==> src/rtl/arcade_input_mapper.sv <==
// arcade_input_mapper: ps2/joystick decode to active-low button vectors plus coin/gap/start sequencer.
// Define ARCADE_INPUT_JOY_FIRE_EN to also drive fire/bomb from joystick bits 6/7.
module arcade_input_mapper #(
  parameter int COIN_CYC  = 2000000,
  parameter int GAP_CYC   = 4000000,
  parameter int START_CYC = 2000000
) (
  input  logic        clk_sys,
  input  logic        reset,
  input  logic [10:0] ps2_key,
  input  logic [15:0] joystick_0,
  input  logic [15:0] joystick_1,
  output logic [1:0]  but_coin_s,
  output logic [1:0]  but_fire_s,
  output logic [1:0]  but_bomb_s,
  output logic [1:0]  but_select_s,
  output logic [1:0]  but_up_s,
  output logic [1:0]  but_down_s,
  output logic [1:0]  but_left_s,
  output logic [1:0]  but_right_s,
  output logic        seq_busy
);
  localparam int MAXC = (COIN_CYC > GAP_CYC) ? ((COIN_CYC > START_CYC) ? COIN_CYC : START_CYC)
                                             : ((GAP_CYC > START_CYC) ? GAP_CYC : START_CYC);
  localparam int CW = $clog2(MAXC) + 1;
  localparam int K_U1 = 0, K_D1 = 1, K_L1 = 2, K_R1 = 3, K_FI1 = 4, K_BO1 = 5, K_F1 = 6, K_1 = 7,
                 K_F2 = 8, K_2 = 9, K_5 = 10, K_6 = 11, K_U2 = 12, K_D2 = 13, K_L2 = 14, K_R2 = 15,
                 K_FI2 = 16, K_BO2 = 17;
  typedef enum logic [1:0] {IDLE, COIN, GAP, START} state_t;
  state_t state_q, state_d;
  logic [CW-1:0] cnt_q, cnt_d, lim;
  logic [17:0] held_q, held_d, hit;
  logic [1:0] req_q, req, rise, jfire, jbomb;
  logic tog_q, plr_q, plr_d, ev, last;
  logic [15:0] joy;
  logic [8:0] code;
  logic unused_bits;
  assign unused_bits = ^{joystick_0[15:6], joystick_1[15:6]};
  assign code = ps2_key[8:0];
  assign joy = joystick_0 | joystick_1;
  assign ev = ps2_key[10] != tog_q;
`ifdef ARCADE_INPUT_JOY_FIRE_EN
  assign jfire = {joystick_1[6], joystick_0[6]};
  assign jbomb = {joystick_1[7], joystick_0[7]};
`else
  assign jfire = 2'b00;
  assign jbomb = 2'b00;
`endif
  // Arrow keys ignore the E0 prefix bit; everything else matches the full 9-bit code.
  always_comb begin
    hit = '0;
    hit[K_U1]  = code[7:0] == 8'h75;
    hit[K_D1]  = code[7:0] == 8'h72;
    hit[K_L1]  = code[7:0] == 8'h6B;
    hit[K_R1]  = code[7:0] == 8'h74;
    hit[K_FI1] = code == 9'h014;
    hit[K_BO1] = code == 9'h029;
    hit[K_F1]  = code == 9'h005;
    hit[K_1]   = code == 9'h016;
    hit[K_F2]  = code == 9'h006;
    hit[K_2]   = code == 9'h01E;
    hit[K_5]   = code == 9'h02E;
    hit[K_6]   = code == 9'h036;
    hit[K_U2]  = code == 9'h02D;
    hit[K_D2]  = code == 9'h02B;
    hit[K_L2]  = code == 9'h023;
    hit[K_R2]  = code == 9'h034;
    hit[K_FI2] = code == 9'h01C;
    hit[K_BO2] = code == 9'h01B;
    held_d = ev ? ((held_q & ~hit) | (hit & {18{ps2_key[9]}})) : held_q;
  end
  assign req = {held_q[K_F2] | joy[5], held_q[K_F1] | joy[4]};
  assign rise = req & ~req_q;
  assign lim = (state_q == COIN) ? CW'(COIN_CYC) : (state_q == GAP) ? CW'(GAP_CYC) : CW'(START_CYC);
  assign last = cnt_q == lim - CW'(1);
  always_comb begin
    state_d = state_q;
    cnt_d = cnt_q + CW'(1);
    plr_d = plr_q;
    case (state_q)
      IDLE: begin
        cnt_d = '0;
        if (|rise) begin
          state_d = COIN;
          plr_d = ~rise[0];
        end
      end
      COIN:  if (last) begin state_d = GAP;   cnt_d = '0; end
      GAP:   if (last) begin state_d = START; cnt_d = '0; end
      default: if (last) begin state_d = IDLE; cnt_d = '0; end
    endcase
  end
  always_ff @(posedge clk_sys) begin
    if (reset) begin
      state_q <= IDLE;
      cnt_q <= '0;
      plr_q <= 1'b0;
      held_q <= '0;
      req_q <= 2'b00;
      tog_q <= ps2_key[10];
      but_coin_s <= 2'b11;
      but_fire_s <= 2'b11;
      but_bomb_s <= 2'b11;
      but_select_s <= 2'b11;
      but_up_s <= 2'b11;
      but_down_s <= 2'b11;
      but_left_s <= 2'b11;
      but_right_s <= 2'b11;
      seq_busy <= 1'b0;
    end else begin
      state_q <= state_d;
      cnt_q <= cnt_d;
      plr_q <= plr_d;
      held_q <= held_d;
      req_q <= req;
      tog_q <= ps2_key[10];
      but_coin_s <= {1'b1, ~(held_q[K_5] | held_q[K_6] | (state_q == COIN))};
      but_fire_s <= ~({held_q[K_FI2], held_q[K_FI1]} | jfire);
      but_bomb_s <= ~({held_q[K_BO2], held_q[K_BO1]} | jbomb);
      but_select_s <= ~{held_q[K_2] | ((state_q == START) & plr_q),
                        held_q[K_1] | ((state_q == START) & ~plr_q)};
      but_up_s <= ~{held_q[K_U2] | joystick_1[3], held_q[K_U1] | joy[3]};
      but_down_s <= ~{held_q[K_D2] | joystick_1[2], held_q[K_D1] | joy[2]};
      but_left_s <= ~{held_q[K_L2] | joystick_1[1], held_q[K_L1] | joy[1]};
      but_right_s <= ~{held_q[K_R2] | joystick_1[0], held_q[K_R1] | joy[0]};
      seq_busy <= state_q != IDLE;
    end
  end
endmodule
==> config.mk <==
export PLATFORM = sky130hd
export DESIGN_NAME = arcade_input_mapper
export DESIGN_NICKNAME = d
export VERILOG_FILES = /design/src/rtl/arcade_input_mapper.sv
export SDC_FILE = /design/constraint.sdc
export NUM_CORES = 1
export LEC_CHECK = 0
export CAP_MARGIN = 20
export CORE_MARGIN = 2
export CORE_UTILIZATION = 50
export CTS_CLUSTER_DIAMETER = 100
export DETAILED_ROUTE_END_ITERATION = 10
export PLACE_DENSITY = 0.77
export SKIP_LAST_GASP = 1
export SYNTH_ARGS = -nofsm -noshare
export SYNTH_HDL_FRONTEND = slang
export SYNTH_SLANG_ARGS = --single-unit
export TNS_END_PERCENT = 100
==> constraint.sdc <==
create_clock -name clk_sys -period 2.6 [get_ports clk_sys]
set_clock_uncertainty 0.2 [all_clocks]
set_input_delay 0.52 -clock clk_sys [delete_from_list [all_inputs] [get_ports clk_sys]]
set_output_delay 0.52 -clock clk_sys [all_outputs]
set_load 0.02 [all_outputs]
==> impl_metrics.py <==
metrics = {
    "drt": {
        "vias_per_cell": 5.25,
        "wirelength_um": 5570,
        "num_vias": 2275,
        "dr.pass1.iters": 4,
        "drt_first_iter_violations": 131,
        "route.detailed.drc": 0,
        "antenna_left": 0,
        "wl_per_cell_um": 12.9,
    },
    "timing": {
        "min_period_over_period_pct": 88.2,
        "fmax_mhz": 436,
        "finalSetupViolCount": 0,
        "tightest_slew_ns": 0.668,
        "drv_slew": 0,
        "slew_headroom_pct": 55.3,
        "final_hold_viol_count": 0,
        "rsz0062_at_grt": "false",
        "period_needed_ns": 2.29,
    },
    "clocking": {
        "clk_latency_ns": 0.34,
        "path_clk_slew_ns": 0.07,
        "cts_buffers": 9,
        "post-cts-setup-buffer-count": 0,
        "tritoncts": "yes",
        "cts_resized": 0,
        "htree_levels": 3,
        "postCtsHoldBufs": 0,
        "clock-sinks": 63,
        "clockBufferDepth": 2,
        "cts_root_buffer": "clkbuf_8",
    },
    "finish": {
        "diodes": 0,
        "post-route-util_pct": 66.5,
        "seq_area_um2": 1260,
        "fillers": 434,
        "drive_above_1_share_pct": 11.6,
        "fin_area_um2": 3440,
        "multi_input_area_um2": 1370,
        "syn2layout_area_growth_pct": 27.3,
        "nets": 409,
    },
    "synth": {
        "syn_area_um2": 2700,
        "yosys_warnings": 0,
        "synth_seq_cells": 63,
        "async_reset_ff_share_pct": 0,
        "synth_cells": 305,
        "synth-main-ff-cell": "dfxtp_1",
        "avgSynthCellArea_um2": 8.86,
        "synth_cell_types": 36,
        "syn_nets": 356,
        "synth_enable_flop_cells": 0,
        "ys_seq_area_share_pct": 46.7,
    },
    "placed_design": {
        "port_buffers": 40,
        "placed_area_um2": 3240,
        "dp_hpwl_um": 4000,
        "globalplace.congestion": 0.813,
    },
    "setup_path": {
        "path_cells": "inv_1 -> ha_1 -> or4_1 -> a22oi_1 -> nand3_1 -> nand2_1 -> buf_4 -> nor2_1",
        "r2r_end": "cnt_q[20]",
        "max_stage_delay_ns": 0.42,
        "crit_buf_inv": 2,
        "end_kind": "flop",
        "crit_path_top_delay_cell": "or4_1",
        "reg2reg_depth": 8,
        "timing.rr.start": "state_q[0]",
        "path_max_fanout": 20,
        "r2r_slack_ns": 0.31,
        "path_delay_family": "simple AND/OR/NAND/NOR gates",
        "path_class": "reg -> reg",
        "start_kind": "flop",
        "arrival_ns": 2.32,
        "worstPathRequired_ns": 2.63,
    },
    "power_and_ir_drop": {
        "p_per_area_nw_per_um2": 646,
        "p_int_uw": 1620,
        "power_frac_comb_pct": 16.3,
        "swShare_pct": 26.9,
        "vdd_drop_max_v": 0.000411,
        "p_leak_uw": 0.00125,
        "pwr-share-seq_pct": 46.1,
        "pwr-share-clk_pct": 37.6,
        "p_sw_uw": 598,
    },
    "global_routing": {
        "gr-total-overflow": 0,
        "antenna_found_initial": 0,
        "grt_pass1_vias": 2155,
        "grt_max_degree": 28,
        "track_usage_pct": 19.9,
        "grt_pass1_wl_um": 9560,
    },
    "min_path": {
        "worstHoldPathType": "reg -> reg",
        "min_to": "but_fire_s[0]",
        "holdPathStages": 1,
    },
    "floorplan": {
        "dieWidth_um": 77.5,
        "fp-row-count": 26,
        "die-area_um2": 6010,
        "ios": 62,
        "die_h_um": 77.5,
        "start_util_pct": 52.2,
        "core_um2": 5170,
    },
    "run": {
        "maxCapViolations": 0,
    },
    "outcome": {
        "status": "finished clean",
    },
}
-- worst max-delay path by stage --
stage / startpoint / depth (start not counted) / to
5_1_grt: state_q[0] / 8 / cnt_q[8]
6_report: state_q[0] / 8 / cnt_q[20]
3_5_place_dp: ps2_key[10] / 6 / flop
4_1_cts: ps2_key[10] / 6 / flop
3_3_place_gp: ps2_key[10] / 6 / flop
2_1_floorplan: ps2_key[10] / 5 / flop
-- area by class of cell --
class | count | share of cell area, %
Tap cell | 70 | 2.55
Clock buffer | 10 | 4.00
Clock inverter | 6 | 1.75
Timing Repair Buffer | 54 | 14.7
Inverter | 5 | 0.545
Sequential cell | 63 | 36.7
Multi-Input combinational cell | 225 | 39.8
-- metrics by stage --
step	power, uW	std cells	setup TNS [ns]	hold slack [ns]	setup slack (ns)
floorplan	1270	305	0	0.167	0.584
global placement	1400	417	0	0.172	0.0314
detailed placement	1410	417	-0.0238	0.177	-0.0238
CTS	2240	433	0	0.192	0.324
global route	2330	433	0	0.204	0.163
finish	2220	433	0	0.189	0.307
-- synthesized netlist by cell type (2+ instances only) --
master    number  share of area, %
xnor2_1       16               5.2
xor2_1         8               2.6
and3_1         5               1.2
nor2b_1        5               1.2
nor4_2         4               1.9
a21oi_1        7               1.3
nor3_1        17               3.1
nand2b_1       7               1.6
nor2_1        57               7.9
dfxtp_1       63                47
or4_1          3              0.83
buf_2          3              0.56
nand3b_1       2              0.56
o21bai_1       5               1.4
nor4_1         3              0.69
nand4_1        7               1.6
nand3_1       14               2.6
o21ai_0        7               1.3
ha_1           6               2.8
nand2_1       19               2.6
or2_2          7               1.6
inv_1          5              0.69
o41ai_1        2              0.65
clkbuf_1       8               1.1
mux2i_1       14               5.2
-- metal layers --
layer | up-vias | GRT usage, % | routed length, um
met5 | - | 0 | 0
met4 | 0 | 8.75 | 93
met3 | 10 | 5.58 | 267
met2 | 59 | 32.8 | 2650
met1 | 1061 | 24.3 | 2560
li1 | 1145 | - | -
-- kinds of logic after synthesis --
group,count (synthesis),share of synthesized area [%]
AO/OA/AOI/OAI,24,5.42
XOR/XNOR,24,7.78
multiplexers,14,5.19
AND/OR/NAND/NOR,156,29.4
adder cells (fa/ha/maj),6,2.78
other,1,0.139
buffers and inverters,17,2.64
flip-flops,63,46.7
-- cells in the final DEF, fill, tap and decap left out, types with 4 or more instances in the layout --
| cell type | instances |
|---|---|
| or2_2 | 7 |
| clkdlybuf4s50_1 | 40 |
| ha_1 | 6 |
| nand2_1 | 19 |
| nor4_2 | 4 |
| o21bai_1 | 5 |
| and3_1 | 5 |
| nand4_1 | 7 |
| xnor2_1 | 16 |
| mux2i_1 | 14 |
| nand2b_1 | 7 |
| o21ai_0 | 7 |
| buf_4 | 14 |
| nand3_1 | 14 |
| dfxtp_1 | 63 |
| clkbuf_8 | 10 |
| nor3_1 | 17 |
| nor2b_1 | 5 |
| a21oi_1 | 7 |
| nor2_1 | 57 |
| xor2_1 | 8 |
| inv_1 | 5 |
-- power groups by stage --
| stage | logic [uW] | clock network [uW] | registers [uW] |
|---|---|---|---|
| 3_5_place_dp | 360 | 0 | 1050 |
| 3_3_place_gp | 351 | 0 | 1050 |
| 6_report | 362 | 836 | 1020 |
| 4_1_cts | 362 | 851 | 1020 |
| 2_1_floorplan | 203 | 0 | 1060 |
| 5_1_grt | 406 | 900 | 1030 |
Note: power is estimated with default switching activity, not from simulation.
